--- src/rtl/eth_tx_arbiter.sv ---
// Round-robin arbiter sharing the Ethernet/IP/UDP TX header path and payload AXIS port among NUM_SRC sources.
// Latency: start 1 cycle after request; payload mux is combinational (zero latency, no buffering).
// Backpressure: m_axis_tready passes straight to the granted source. Optional stall watchdog: ETH_TX_ARB_WDOG_EN.
module eth_tx_arbiter #(
    parameter int NUM_SRC     = 2,
    parameter int DATA_W      = 32,
    parameter int WDOG_CYCLES = 4096
) (
    input  logic                      aclk,
    input  logic                      areset,
    input  logic [NUM_SRC-1:0]        src_tx_start,
    input  logic [16*NUM_SRC-1:0]     src_udp_len,
    output logic [NUM_SRC-1:0]        src_hdr_done,
    output logic                      eth_header_ip_tx_start,
    input  logic                      udp_header_tx_done,
    output logic [15:0]               udp_len,
    input  logic [DATA_W*NUM_SRC-1:0] s_axis_tdata,
    input  logic [NUM_SRC-1:0]        s_axis_tvalid,
    input  logic [NUM_SRC-1:0]        s_axis_tlast,
    output logic [NUM_SRC-1:0]        s_axis_tready,
    output logic [DATA_W-1:0]         m_axis_tdata,
    output logic                      m_axis_tvalid,
    output logic                      m_axis_tlast,
    input  logic                      m_axis_tready
`ifdef ETH_TX_ARB_WDOG_EN
    ,
    output logic                      wdog_abort
`endif
);

    localparam int GW = (NUM_SRC > 1) ? $clog2(NUM_SRC) : 1;

    typedef enum logic [1:0] {ST_IDLE, ST_WAIT_HDR, ST_DATA, ST_GAP} state_t;

    state_t             state_q, state_d;
    logic [GW-1:0]      grant_q, grant_d;
    logic [GW-1:0]      rr_ptr_q, rr_ptr_d;
    logic [15:0]        udp_len_q, udp_len_d;
    logic               start_q, start_d;
    logic [NUM_SRC-1:0] hdr_done_q, hdr_done_d;
    logic [GW-1:0]      pick, idx_l, next_ptr;
    logic               pick_vld;
    logic               beat;
    logic               stall_abort;
    int                 idx;

    // Search rr_ptr, rr_ptr+1, ... ; iterating downward lets the earliest hit win.
    always_comb begin
        pick     = '0;
        pick_vld = 1'b0;
        idx      = 0;
        idx_l    = '0;
        for (int k = NUM_SRC - 1; k >= 0; k--) begin
            idx = int'(rr_ptr_q) + k;
            if (idx >= NUM_SRC) idx = idx - NUM_SRC;
            idx_l = GW'(idx);
            if (src_tx_start[idx_l]) begin
                pick     = idx_l;
                pick_vld = 1'b1;
            end
        end
    end

    always_comb begin
        next_ptr = '0;
        if (int'(grant_q) != NUM_SRC - 1) next_ptr = grant_q + GW'(1);
    end

    always_comb begin
        m_axis_tdata  = '0;
        m_axis_tvalid = 1'b0;
        m_axis_tlast  = 1'b0;
        s_axis_tready = '0;
        if (state_q == ST_DATA) begin
            m_axis_tdata           = s_axis_tdata[grant_q*DATA_W +: DATA_W];
            m_axis_tvalid          = s_axis_tvalid[grant_q];
            m_axis_tlast           = s_axis_tlast[grant_q];
            s_axis_tready[grant_q] = m_axis_tready;
        end
    end

    assign beat = m_axis_tvalid & m_axis_tready;

`ifdef ETH_TX_ARB_WDOG_EN
    localparam int CW = $clog2(WDOG_CYCLES) + 1;
    logic [CW-1:0] wdog_cnt_q, wdog_cnt_d;

    // The count runs across WAIT_HDR into DATA; only a grant or a payload beat restarts it.
    always_comb begin
        wdog_cnt_d  = wdog_cnt_q;
        stall_abort = 1'b0;
        if (state_q == ST_IDLE && pick_vld) begin
            wdog_cnt_d = '0;
        end else if (state_q == ST_WAIT_HDR || state_q == ST_DATA) begin
            if (wdog_cnt_q == CW'(WDOG_CYCLES - 1) && !beat) stall_abort = 1'b1;
            else if (beat)                                   wdog_cnt_d  = '0;
            else                                             wdog_cnt_d  = wdog_cnt_q + CW'(1);
        end
    end

    always_ff @(posedge aclk or posedge areset) begin
        if (areset) wdog_cnt_q <= '0;
        else        wdog_cnt_q <= wdog_cnt_d;
    end

    assign wdog_abort = stall_abort;
`else
    assign stall_abort = 1'b0;
`endif

    always_comb begin
        state_d    = state_q;
        grant_d    = grant_q;
        rr_ptr_d   = rr_ptr_q;
        udp_len_d  = udp_len_q;
        start_d    = start_q;
        hdr_done_d = '0;
        case (state_q)
            ST_IDLE: begin
                if (pick_vld) begin
                    grant_d   = pick;
                    udp_len_d = src_udp_len[pick*16 +: 16];
                    start_d   = 1'b1;
                    state_d   = ST_WAIT_HDR;
                end
            end
            ST_WAIT_HDR: begin
                if (stall_abort) begin
                    start_d  = 1'b0;
                    rr_ptr_d = next_ptr;
                    state_d  = ST_GAP;
                end else if (udp_header_tx_done) begin
                    start_d             = 1'b0;
                    hdr_done_d[grant_q] = 1'b1;
                    state_d             = ST_DATA;
                end
            end
            ST_DATA: begin
                if (stall_abort || (beat && m_axis_tlast)) begin
                    rr_ptr_d = next_ptr;
                    state_d  = ST_GAP;
                end
            end
            ST_GAP:  state_d = ST_IDLE;
            default: state_d = ST_IDLE;
        endcase
    end

    always_ff @(posedge aclk or posedge areset) begin
        if (areset) begin
            state_q    <= ST_IDLE;
            grant_q    <= '0;
            rr_ptr_q   <= '0;
            udp_len_q  <= '0;
            start_q    <= 1'b0;
            hdr_done_q <= '0;
        end else begin
            state_q    <= state_d;
            grant_q    <= grant_d;
            rr_ptr_q   <= rr_ptr_d;
            udp_len_q  <= udp_len_d;
            start_q    <= start_d;
            hdr_done_q <= hdr_done_d;
        end
    end

    assign udp_len                = udp_len_q;
    assign eth_header_ip_tx_start = start_q;
    assign src_hdr_done           = hdr_done_q;

endmodule
--- config.mk ---
export PLATFORM = sky130hd
export DESIGN_NAME = eth_tx_arbiter
export DESIGN_NICKNAME = d
export VERILOG_FILES = /design/src/rtl/eth_tx_arbiter.sv
export SDC_FILE = /design/constraint.sdc
export NUM_CORES = 1
export LEC_CHECK = 0
export ABC_AREA = 1
export CORE_ASPECT_RATIO = 1.2
export CORE_UTILIZATION = 28
export CTS_BUF_LIST = sky130_fd_sc_hd__clkbuf_2
export DETAILED_ROUTE_END_ITERATION = 6
export PLACE_DENSITY = 0.78
export SYNTH_ARGS = -nofsm -noshare
export SYNTH_HDL_FRONTEND = slang
export SYNTH_SLANG_ARGS = --single-unit
--- constraint.sdc ---
create_clock -name aclk -period 1.4 [get_ports aclk]
set_clock_uncertainty 0.05 [all_clocks]
set_input_delay 0.28 -clock aclk [delete_from_list [all_inputs] [get_ports aclk]]
set_output_delay 0.28 -clock aclk [all_outputs]
set_load 0.02 [all_outputs]
* Word-level counts from Yosys, hierarchy flattened
Cells that the tools add are included.
** Word-level totals
- Logic and storage cells :: 64
- Register bits :: 23
- Bits of input ports :: 106
- Output and inout port bits :: 55
** Operators by class
- Shift-type cells :: 2
- Bitwise operators :: 2
- Reduce and logical (&&, ||, !) cells :: 8
- Muxes and demuxes :: 30
- Add/sub/neg operators :: 4
- Magnitude comparators :: 6
- Equal/unequal tests :: 6
** Operators with widths (count)
- indexed part select 64 x 7 -> 32 bit :: 1
- two-way mux 32 bit :: 1
- indexed part select 32 x 6 -> 16 bit :: 1
- two-way mux 1 bit :: 20
- two-way mux 2 bit :: 6
- case mux 2 bit (4 select lines) :: 1
- < comparator 1 x 2 -> 1 bit (second input constant) :: 3
- AND reduction 3 bit :: 2
- equality test 2 bit (second input constant) :: 2
- inequality test 2 bit (second input constant) :: 2
- AND reduction 2 bit :: 2
- adder 1 x 1 -> 2 bit (second input constant) :: 1
- AND 2 bit :: 1
- equality test 2 x 1 -> 1 bit (second input constant) :: 1
- greater-or-equal comparator 1 x 2 -> 1 bit (second input constant) :: 1
- greater-or-equal comparator 2 bit (second input constant) :: 1
- logical AND 1 bit :: 2
- zero test 2 bit :: 1
- inequality test 2 x 1 -> 1 bit (second input constant) :: 1
- case mux 1 bit (2 select lines) :: 1
- nonzero test 2 bit :: 1
- subtractor 1 bit (second input constant) :: 2
- adder 1 bit (second input constant) :: 1
- AND 1 bit :: 1
- other kinds (2) :: 2

* Logic depth before layout (Yosys ltp)
- Depth after elaboration :: 9
- Gate-level depth with buffers :: 9
- Gate-level depth less buffers :: 9

* Worst setup path after synthesis
OpenSTA, ideal clock, no wires.
- Path type :: flip-flop to output port
- Start point :: reg state_q[0]
- End point :: out m_axis_tdata[10]
- Stages on the path, launching flop included :: 6
- Data required time :: 1.070 ns
- Setup slack :: -0.352 ns
- Data arrival time :: 1.422 ns
- Path buffers :: 1
- Path through :: dfrtp_1 inv_1 ha_1 clkinv_1 buf_2 a21oi_1
** On the way
- Longest elaborated chain between the ends :: 2
** RTL lines
- from (decl) :: RTL line 35 : state_t state_q, state_d;
- from (signal assigned) :: RTL line 158 : state_q <= state_d;
- equality test 2 bit :: RTL line 74 : if (state_q == ST_DATA) begin
- two-way mux 32 bit :: RTL line 74
- to (decl) :: RTL line 21 : output logic [DATA_W-1:0] m_axis_tdata,
No other way between the ends.

* Worst setup path after layout
- Start point :: reg state_q[0]
- End point :: out m_axis_tdata[4]
The elaborated chain is that of the path after synthesis.

==> results.py <==
metrics = {
    "worst_setup_path": {
        "timing.rr.start": "state_q[0]",
        "path_cells": "inv_2, ha_4, clkinv_8, buf_12, a21oi_4, buf_4",
        "slowest_stage": "dfrtp_1",
        "cp-start-kind": "register",
        "ff2ff_setup_slack_ps": -190,
        "r2r_end": "state_q[0]",
        "worstPathArrival_ps": 1570,
        "end_kind": "output port",
        "crit_required_ps": 1070,
        "critPathKind": "register to output port",
        "critical-path-max-stage-delay_ps": 440,
        "reg2reg_depth": 11,
        "path_max_fanout": 12,
    },
    "grt": {
        "grt_pass1_wl_mm": 10.9,
        "track_usage_pct": 22.5,
        "grt_max_degree": 33,
        "antenna_found_initial": 0,
        "globalRoute.totalOverflow": 0,
        "grt_pass1_vias": 2321,
    },
    "logic_synthesis": {
        "syn-instance-count": 265,
        "yosys.area_share.simple_pct": 30.8,
        "syn_nets": 374,
        "post_synth_xor_area_fraction_pct": 0,
        "yosysMostFrequentCell": "nand2_1",
        "syn_avg_cell_area_sq_um": 6.28,
        "netlist_top_cells_area": "dfrtp_1 35%, nand2_1 24%, o21ai_0 9.9%",
        "synthMuxAreaShare_pct": 0,
        "ys.warnings.count": 0,
        "ys_ff_latch": 23,
        "synth-edff-count": 0,
        "yosys-top-cells-count": "108 x nand2_1, 33 x o21ai_0, 32 x a21oi_1, 26 x inv_1, 23 x dfrtp_1",
        "synth_flop_cell": "dfrtp_1",
        "synthDominantCellAreaShare_pct": 34.6,
        "synthAdderAreaFrac_pct": 2.26,
        "netlist_area_sq_um": 1660,
        "ys_async_sr_fraction_pct": 100,
        "synth.largest_area_cell": "dfrtp_1",
        "synth_cell_types": 20,
        "synth_compound_area_share_pct": 20.5,
        "synth_top_family_by_area": "simple AND/OR/NAND/NOR gates",
        "ys_seq_area_share_pct": 34.6,
    },
    "power": {
        "pwr-share-clk_pct": 3.6,
        "irDropWorstVdd_v": 0.00112,
        "internal-power_mw": 3.95,
        "p_total_mw": 7.67,
        "pwr-share-seq_pct": 15.7,
        "power.density_nw_per_um2": 1840,
        "leakage_nw": 1.86,
        "comb_power_share_pct": 80.6,
        "swShare_pct": 48.5,
        "p_sw_mw": 3.72,
    },
    "sta": {
        "slew_violations": 0,
        "rsz0062_at_grt": "true",
        "worst_pin_slew_ps": 244,
        "relSlewSlack_pct": 83.5,
        "max_freq_ghz": 0.527,
        "finalSetupViolCount": 56,
        "setup_ws_ps": -498,
        "post-route-period-util_pct": 136,
        "fin_crit_ps": 1900,
        "finalHoldViolCount": 0,
        "whs_ps": 176,
        "timing.setup.tns_ps": -18130,
    },
    "min_path": {
        "min_path_type": "primary input to asynchronous set/reset pin",
    },
    "die": {
        "dieArea_sq_um": 6260,
        "initial_core_util_pct": 29.2,
        "die_y_um": 86.5,
        "die_w_um": 72.4,
        "ios": 161,
        "num_rows": 30,
        "core_area_sq_um": 5710,
    },
    "layout": {
        "nFillCells": 441,
        "drive_gt1_share_pct": 36.3,
        "finalNetCount": 556,
        "antennaDiodeCount": 0,
        "syn_to_final_growth_pct": 150,
        "final_cells": 526,
        "finalInstanceArea_sq_um": 4160,
    },
    "status": {
        "failed_checks": "negative setup slack",
        "status": "finished, violations left",
    },
    "detailed_routing": {
        "via_count": 2427,
        "drt_iter0_markers": 66,
        "drtPass1Iterations": 4,
        "detail-route-antenna-nets": 0,
        "wl_per_cell_um": 14.0,
        "routed_wl_mm": 7.38,
        "viasPerCell": 4.61,
        "drc": 0,
    },
    "clocking": {
        "clk_path_buf_depth": 2,
        "clk_latency_ps": 320,
        "cts-root-buf": "clkbuf_2",
        "numCtsBuffers": 3,
        "clk_pin_slew_ps": 230,
        "numClockSinks": 23,
        "cts_max_level": 1,
        "cts_tree": "yes",
    },
    "flow_run": {
        "cap_violations": 0,
    },
    "placed_design": {
        "dp_hpwl_mm": 5.38,
        "placed_cells": 507,
        "placed_cell_area_sq_um": 3850,
        "port_buffers": 160,
        "routabilityCongestion": 0.736,
    },
}
worst max-delay path, delay by kind of cell (launching register included):
kind / cells / cell delay (ps)
buf+inv: 4 / 500
compound gates: 1 / 110
flops: 1 / 440
fa+ha+maj: 1 / 180
per-stage QoR:
stage | setup WS (ps) | util (%)
after floorplan | -12.9 | -
after global placement | -587 | 67.5
after detailed placement | -584 | 67.5
after CTS | -510 | 71.6
after global routing | -586 | 72.9
final | -498 | 72.9
cells by family (layout without fill, tap and decap cells):
group                      Yosys count  in the layout
AOI/OAI and AO/OA                   68             68
buffers and inverters               44            225
DFF                                 23             23
adders and majority gates            3              3
and+or+nand+nor                    127            127
layer usage:
layer / global-route usage [%] / up-vias / wire length, um
li1: - / 1202 / -
met1: 22.4 / 1091 / 2640
met2: 42.4 / 126 / 3770
met3: 8.95 / 8 / 863
met4: 6.24 / 0 / 99
met5: 0 / - / 0
flip-flops by register name, indices dropped and copies added (netlist names):
name,flops
src_hdr_done,2
eth_header_ip_tx_start,1
state_q,2
grant_q,1
rr_ptr_q,1
udp_len,16
worst max-delay path by stage:
stage                              from  slack, ps                to  cells past startpoint
after floorplan              state_q[0]        -10  m_axis_tdata[10]                      5
after global placement    m_axis_tready       -590  s_axis_tready[1]                      4
after detailed placement  m_axis_tready       -580  s_axis_tready[0]                      4
after CTS                    state_q[0]       -510   m_axis_tdata[4]                      6
after global routing         state_q[0]       -590  s_axis_tready[1]                      6
final                        state_q[0]       -500   m_axis_tdata[4]                      6
power groups by stage:
stage / combinational (mW) / clock (mW) / sequential [mW]
after global placement: 4.99 / 0 / 1.17
after floorplan: 2.67 / 0 / 1.48
after detailed placement: 5.08 / 0 / 1.18
after CTS: 5.82 / 0.286 / 1.17
after global routing: 6.56 / 0.315 / 1.24
final: 6.18 / 0.278 / 1.21
final cells by class:
type / instances / area (sq um) / area share (%)
timing repair buffer: 193 / 1960 / 47.1
sequential: 23 / 576 / 13.8
inverter: 28 / 118 / 2.83
multi-input combinational: 198 / 1390 / 33.3
clock buffer: 4 / 20.0 / 0.481
tap: 80 / 100 / 2.41
cell usage in the layout (no fill, tap or decap), types with 6 or more instances in the layout:
cell / instances
a21oi_4: 30
buf_16: 6
o21ai_1: 11
dfrtp_1: 23
o21ai_2: 9
nand3_1: 7
nand2_2: 14
clkbuf_2: 16
clkdlybuf4s50_1: 105
buf_2: 7
inv_1: 24
o21ai_0: 16
buf_6: 26
buf_4: 31
nand2_1: 93
what timing repair did:
action | in CTS | in global routing
pin swaps | 3 | 5
setup buffers | 3 | 7
endpoints found under the setup margin | 76 | 76
cloned | 5 | 1
hold buffers | 0 | 0
resized for setup | 280 | 50
Power figures use the tool's default switching activity.
==> edit 1 (same flow settings) <==
`NUM_SRC`: 2 -> 4.
--- a/src/rtl/eth_tx_arbiter.sv
+++ b/src/rtl/eth_tx_arbiter.sv
@@ -2,7 +2,7 @@
 // Latency: start 1 cycle after request; payload mux is combinational (zero latency, no buffering).
 // Backpressure: m_axis_tready passes straight to the granted source. Optional stall watchdog: ETH_TX_ARB_WDOG_EN.
 module eth_tx_arbiter #(
-    parameter int NUM_SRC     = 2,
+    parameter int NUM_SRC     = 4,
     parameter int DATA_W      = 32,
     parameter int WDOG_CYCLES = 4096
 ) (
Interface: changed (7 resized); port bits go from 161 to 267. The function was not compared with the original's and may differ.
==> edit 1 against the unedited design <==
The flow still finishes with violations (negative setup slack). Power rose by 120%. Die area is 86% higher. Largest power group unchanged. Critical path type unchanged. Cell area up 120%. Routed wire length increased to 3.3 times the old value. Critical endpoint is now m_axis_tdata[11]. Area after synthesis grew 88%. Synthesized cell count increased by 110%. Sequential cell count grew 4. Core utilization up 12 points. Largest cell class unchanged. Setup slack got worse by 0.33 ns. Cell count grew 97%.
==> edit 1: results (changes against the unedited design) <==
.. list-table::
   :header-rows: 1

   * - Metric
     - Value
   * - Violation count after the first detailed-routing iteration
     - 251 (+280%)
   * - Pin count of the biggest net entering global routing
     - 30 (-9.1%)
   * - Skew-Pair Late Insertion Delay
     - 0.39 ns (+0.07 ns)
   * - Instance area after placement
     - 6770 um^2 (+76%)
   * - HPWL Detailed
     - 12700 um (+140%)
   * - Data arrival time of the critical path
     - 1.90 ns (+0.33 ns)
   * - Post-place setup slack
     - -0.793 ns (-0.208 ns)
   * - Synth top area cells
     - sky130_fd_sc_hd__dfrtp_1 (22%), sky130_fd_sc_hd__nor2_1 (20%), sky130_fd_sc_hd__o21ai_0 (11%), sky130_fd_sc_hd__nand2_1 (11%), sky130_fd_sc_hd__nand3_1 (10%)
   * - Mean cell area of the mapped netlist
     - 5.58 um^2 (-11%)
   * - Leakage Power
     - 0.00372 uW (+100%)
   * - Via count normalized by instance count
     - 5.66 (+23%)
   * - Result of the run
     - complete, but fails checks
   * - Cell types with the highest counts after synthesis
     - sky130_fd_sc_hd__nor2_1 (171), sky130_fd_sc_hd__nand2_1 (90), sky130_fd_sc_hd__o21ai_0 (72)
   * - Via count of the first global-routing pass
     - 5712 (+150%)
   * - Final TNS setup
     - -40.83 ns (-22.70 ns)
   * - Max rail drop VDD
     - 1.30 mV (+17%)
   * - GRT Resource Usage Total
     - 33.6% (+11 points)
   * - Non-filler cells in the finished layout
     - 1038 (+97%)
   * - Violated checks
     - negative setup slack
   * - RePlAce Congestion
     - 0.890 (+21%)
   * - Proportion of synthesized chip area in sequential cells
     - 21.6% (-13 points)
   * - Router iterations before antenna repair
     - 5 (+1)
   * - Worst path slowest cell
     - sky130_fd_sc_hd__dfrtp_2
   * - Fraction of layout cells with a size suffix above 1
     - 57.2% (+21 points)
   * - PortBufs
     - 266 (+66%)
   * - Setup violations, final
     - 64 (+14%)
   * - Final worst setup slack
     - -0.825 ns (-0.327 ns)
-- edit 1: per-stage QoR --
stage / util [%] / total power (uW)
after global routing: 84.5 / 17800
after detailed placement: 63.1 / 10900
after floorplan: - / 7320
after CTS: 76.4 / 14700
final: 84.5 / 17200
after global placement: 63.1 / 10700
-- edit 1: kinds of logic (layout without fill, tap and decap cells) --
kind of cell	after synthesis	after routing	synth area share [%]
xor gates and xnor gates	1	1	0.519
and+or+nand+nor	345	348	47.0
other	0	2	0
adders and majority gates	7	7	2.79
buffers and inverters	69	411	9.90
AOI/OAI and AO/OA	113	113	18.2
DFF	27	27	21.6
-- edit 1: layer usage --
metal | vias up | wire, um | part of all wire, % | GRT usage (%)
met5 | - | 56 | 0.23 | 0
met4 | 8 | 1720 | 7.1 | 17.0
met3 | 154 | 2520 | 11 | 11.3
met2 | 409 | 11900 | 50 | 61.4
met1 | 2769 | 7810 | 33 | 33.5
li1 | 2535 | - | - | -
-- edit 1: final timing paths --
path | start | end | slack (ns) | cells past startpoint
setup / recovery | grant_q[0] | m_axis_tdata[11] | -0.83 | 8
hold / removal | areset | udp_len[15] | 0.1 | 3
setup reg to reg | rr_ptr_q[0] | udp_len[0] | -0.83 | 12
hold reg to reg | udp_len[13] | udp_len[13] | 0.47 | 2
max in group asynchronous | areset | grant_q[0] | 1.01 | 3
min in group aclk | src_udp_len[27] | udp_len[11] | 0.45 | 5
-- edit 1: where the power goes --
part / internal, uW / switching [uW] / total, uW
logic: 6980 / 8490 / 15500
registers: 1130 / 265 / 1390
clock network: 64.9 / 285 / 349
-- edit 1: worst max-delay path, delay by kind of cell (launching register included) --
family / cells / cell delay, ns
AND/OR/NAND/NOR: 2 / 0.19
AO/OA/AOI/OAI: 2 / 0.31
buffers and inverters: 4 / 0.55
flip-flops: 1 / 0.45
-- edit 1: repair_timing --
item,4_1_cts,5_1_grt
gates resized for setup,569,199
endpoints found under the setup margin,82,67
cloned,19,3
setup buffers,24,15
pin swaps,88,158
-- edit 1: area by class of cell --
type / count / area (um^2)
repair buffers: 372 / 4060
multi-input cells: 469 / 3950
fillers: 555 / 1660
flip-flops and latches: 27 / 681
well taps: 129 / 161
inverters: 34 / 160
repair inverters: 1 / 16.3
clock buffers: 3 / 15.0
clock inverters: 1 / 5.00
diodes: 2 / 5.00
==> edit 2 (same settings) <==
Without the edit above. Re-encode `state_t` (4 states) as one-hot, 4 bits wide.
--- a/src/rtl/eth_tx_arbiter.sv
+++ b/src/rtl/eth_tx_arbiter.sv
@@ -30,7 +30,7 @@
 
     localparam int GW = (NUM_SRC > 1) ? $clog2(NUM_SRC) : 1;
 
-    typedef enum logic [1:0] {ST_IDLE, ST_WAIT_HDR, ST_DATA, ST_GAP} state_t;
+    typedef enum logic [3:0] {ST_IDLE = 4'b0001, ST_WAIT_HDR = 4'b0010, ST_DATA = 4'b0100, ST_GAP = 4'b1000} state_t;
 
     state_t             state_q, state_d;
     logic [GW-1:0]      grant_q, grant_d;
Check against the original RTL: no difference found for any inputs over 10 cycles, from zero or initial values and one cycle with areset high; not proved beyond that.
==> edit 2 against the unedited design <==
The flow still finishes with violations (negative setup slack). Area after synthesis rose by 6.7%. Cell area rose by 0.75%. Setup slack got worse by 0.039 ns. Combinational power fell by 40%. Synthesized cell count rose by 8.3%. Non-clock buffer count rose by 9. First-iteration DRC count fell by 44%. Power fell by 32%. Largest cell class unchanged. Routed wire length rose by 16%. Sequential cell count rose by 2. Core utilization fell by 4.1 points.
==> edit 2: results (changes against the unedited design) <==
.. list-table::
   :header-rows: 1

   * - Metric
     - Value
   * - Hold slack
     - 0.134 ns (-0.0419 ns)
   * - Synth top area cells
     - sky130_fd_sc_hd__dfrtp_1 (34%), sky130_fd_sc_hd__nand2_1 (33%), sky130_fd_sc_hd__a21oi_1 (9.0%), sky130_fd_sc_hd__nand3_1 (5.6%), sky130_fd_sc_hd__buf_2 (2.5%)
   * - Post-place setup slack
     - -0.613 ns (-0.0285 ns)
   * - Final worst setup slack
     - -0.537 ns (-0.0389 ns)
   * - Num Clock Sinks
     - 25 (+8.7%)
   * - HPWL Detailed
     - 5700 um (+5.9%)
   * - Top fanout value on the critical path
     - 8 (-4)
   * - Source of the worst register-to-register timing path
     - state_q[1]
   * - Violation count after the first detailed-routing iteration
     - 37 (-44%)
   * - Fraction of layout cells with a size suffix above 1
     - 34.2% (-2.1 points)
   * - Cell types with the highest counts after synthesis
     - sky130_fd_sc_hd__nand2_1 (158), sky130_fd_sc_hd__a21oi_1 (32), sky130_fd_sc_hd__dfrtp_1 (24)
   * - Setup violations, final
     - 57 (+1.8%)
   * - Leakage Power
     - 0.00198 uW (+6.1%)
   * - Max rail drop VDD
     - 0.669 mV (-40%)
   * - Non-filler cells in the finished layout
     - 558 (+6.1%)
   * - Global routing met2 resource utilization
     - 44.8% (+2.4 points)
   * - Proportion of synthesized chip area in sequential cells
     - 35.3% (+0.72 points)
   * - Setup slack of the worst register-to-register path
     - -0.36 ns (-0.17 ns)
   * - GRT Resource Usage Total
     - 22.4% (-0.080 points)
   * - Headroom to the max-slew limit
     - 77.7% (-5.9 points)
   * - Skew-Pair Late Insertion Delay
     - 0.35 ns (+0.03 ns)
   * - Number of antenna violations at the first check in global routing
     - 1 (+1)
   * - Violated checks
     - negative setup slack
   * - R2R depth
     - 12 (+1)
   * - Result of the run
     - complete, but fails checks
   * - Critical Path Start
     - state_q[1]
   * - Worst flop-to-flop path endpoint
     - state_q[2]
   * - Number of nets in the final layout
     - 583 (+4.9%)
   * - Met3 Usage GRT
     - 7.22% (-1.7 points)
   * - Via count normalized by instance count
     - 4.79 (+3.8%)
   * - Data arrival time of the critical path
     - 1.61 ns (+0.04 ns)
   * - Library cells used by synthesis
     - 23 (+15%)
   * - Via count of the first global-routing pass
     - 2438 (+5.0%)
   * - Instance count of the mapped netlist
     - 287 (+8.3%)
   * - Global-route wire length before repair
     - 11200 um (+2.5%)
   * - Total nets after synthesis
     - 393 (+5.1%)
   * - RePlAce Congestion
     - 0.855 (+16%)
-- edit 2: cell count changes in the layout (fill, tap and decap cells not counted), sizes merged --
| cell | before | now |
|---|---|---|
| nand2 | 113 | 162 |
| o21ai | 36 | 3 |
| buf | 75 | 94 |
| inv | 27 | 14 |
| nand3 | 8 | 21 |
| clkbuf | 17 | 6 |
| nor2 | 1 | 7 |
| ha | 3 | 0 |
| nor3 | 4 | 2 |
| a21oi | 32 | 33 |
| dfrtp | 23 | 24 |
| dfstp | 0 | 1 |
| nand4 | 1 | 2 |
| or2 | 0 | 1 |
-- edit 2: how the worst max path moves through the flow --
stage,to,slack (ns)
2_1_floorplan,m_axis_tdata[22],-0.14
3_3_place_gp,m_axis_tlast,-0.62
3_5_place_dp,m_axis_tlast,-0.61
4_1_cts,m_axis_tdata[22],-0.52
5_1_grt,m_axis_tdata[2],-0.63
6_report,m_axis_tdata[25],-0.54
-- edit 2: final cells by class --
class / instances / area, um^2 / share of cell area (%)
Timing Repair Buffer: 202 / 2010 / 48.0
Clock buffer: 3 / 15.0 / 0.358
Sequential cell: 25 / 628 / 15.0
Clock inverter: 1 / 5.00 / 0.119
Multi-Input combinational cell: 231 / 1370 / 32.6
Inverter: 14 / 62.6 / 1.49
Tap cell: 82 / 103 / 2.45
-- edit 2: kinds of logic after synthesis --
family	count (synthesis)	synth area share, %
and+or+nand+nor	195	45.5
AOI/OAI and AO/OA	36	10.4
buffers and inverters	31	8.81
DFF	25	35.3
-- edit 2: timing repair --
action	in CTS	in global routing
pin swaps	2	6
gates cloned	3	0
gates resized for setup	300	85
buffers inserted	8	7
endpoints found under the setup margin	65	76
-- edit 2: layer usage --
| metal | share of wire, % | vias up | wire (um) |
|---|---|---|---|
| met4 | 2.8 | 2 | 243 |
| met5 | 0.15 | - | 13 |
| li1 | - | 1281 | - |
| met3 | 10 | 24 | 873 |
| met2 | 53 | 137 | 4490 |
| met1 | 34 | 1229 | 2910 |
-- edit 2: power breakdown --
group / leakage, uW / internal (uW) / switching (uW)
sequential: 0.000315 / 1030 / 190
combinational: 0.00165 / 1600 / 2090
clock: 0.0000164 / 64.8 / 223
total: 0.00198 / 2700 / 2500
-- edit 2: worst register-to-register path, delay by kind of cell (launching register included) --
kind,cells,cell delay [ns]
compound gates,1,0.13
buf+inv,7,0.78
flops,1,0.43
simple gates,4,0.30
-- edit 2: per-stage QoR --
| step | instance area, um^2 | power (uW) | TNS, ns |
|---|---|---|---|
| after global routing | 4190 | 5550 | -25.38 |
| after detailed placement | 3620 | 4310 | -23.34 |
| after global placement | 3620 | 4250 | -21.69 |
| after CTS | 3960 | 4850 | -20.09 |
| final | 4190 | 5200 | -20.86 |
| after floorplan | 1780 | 2850 | -4.34 |
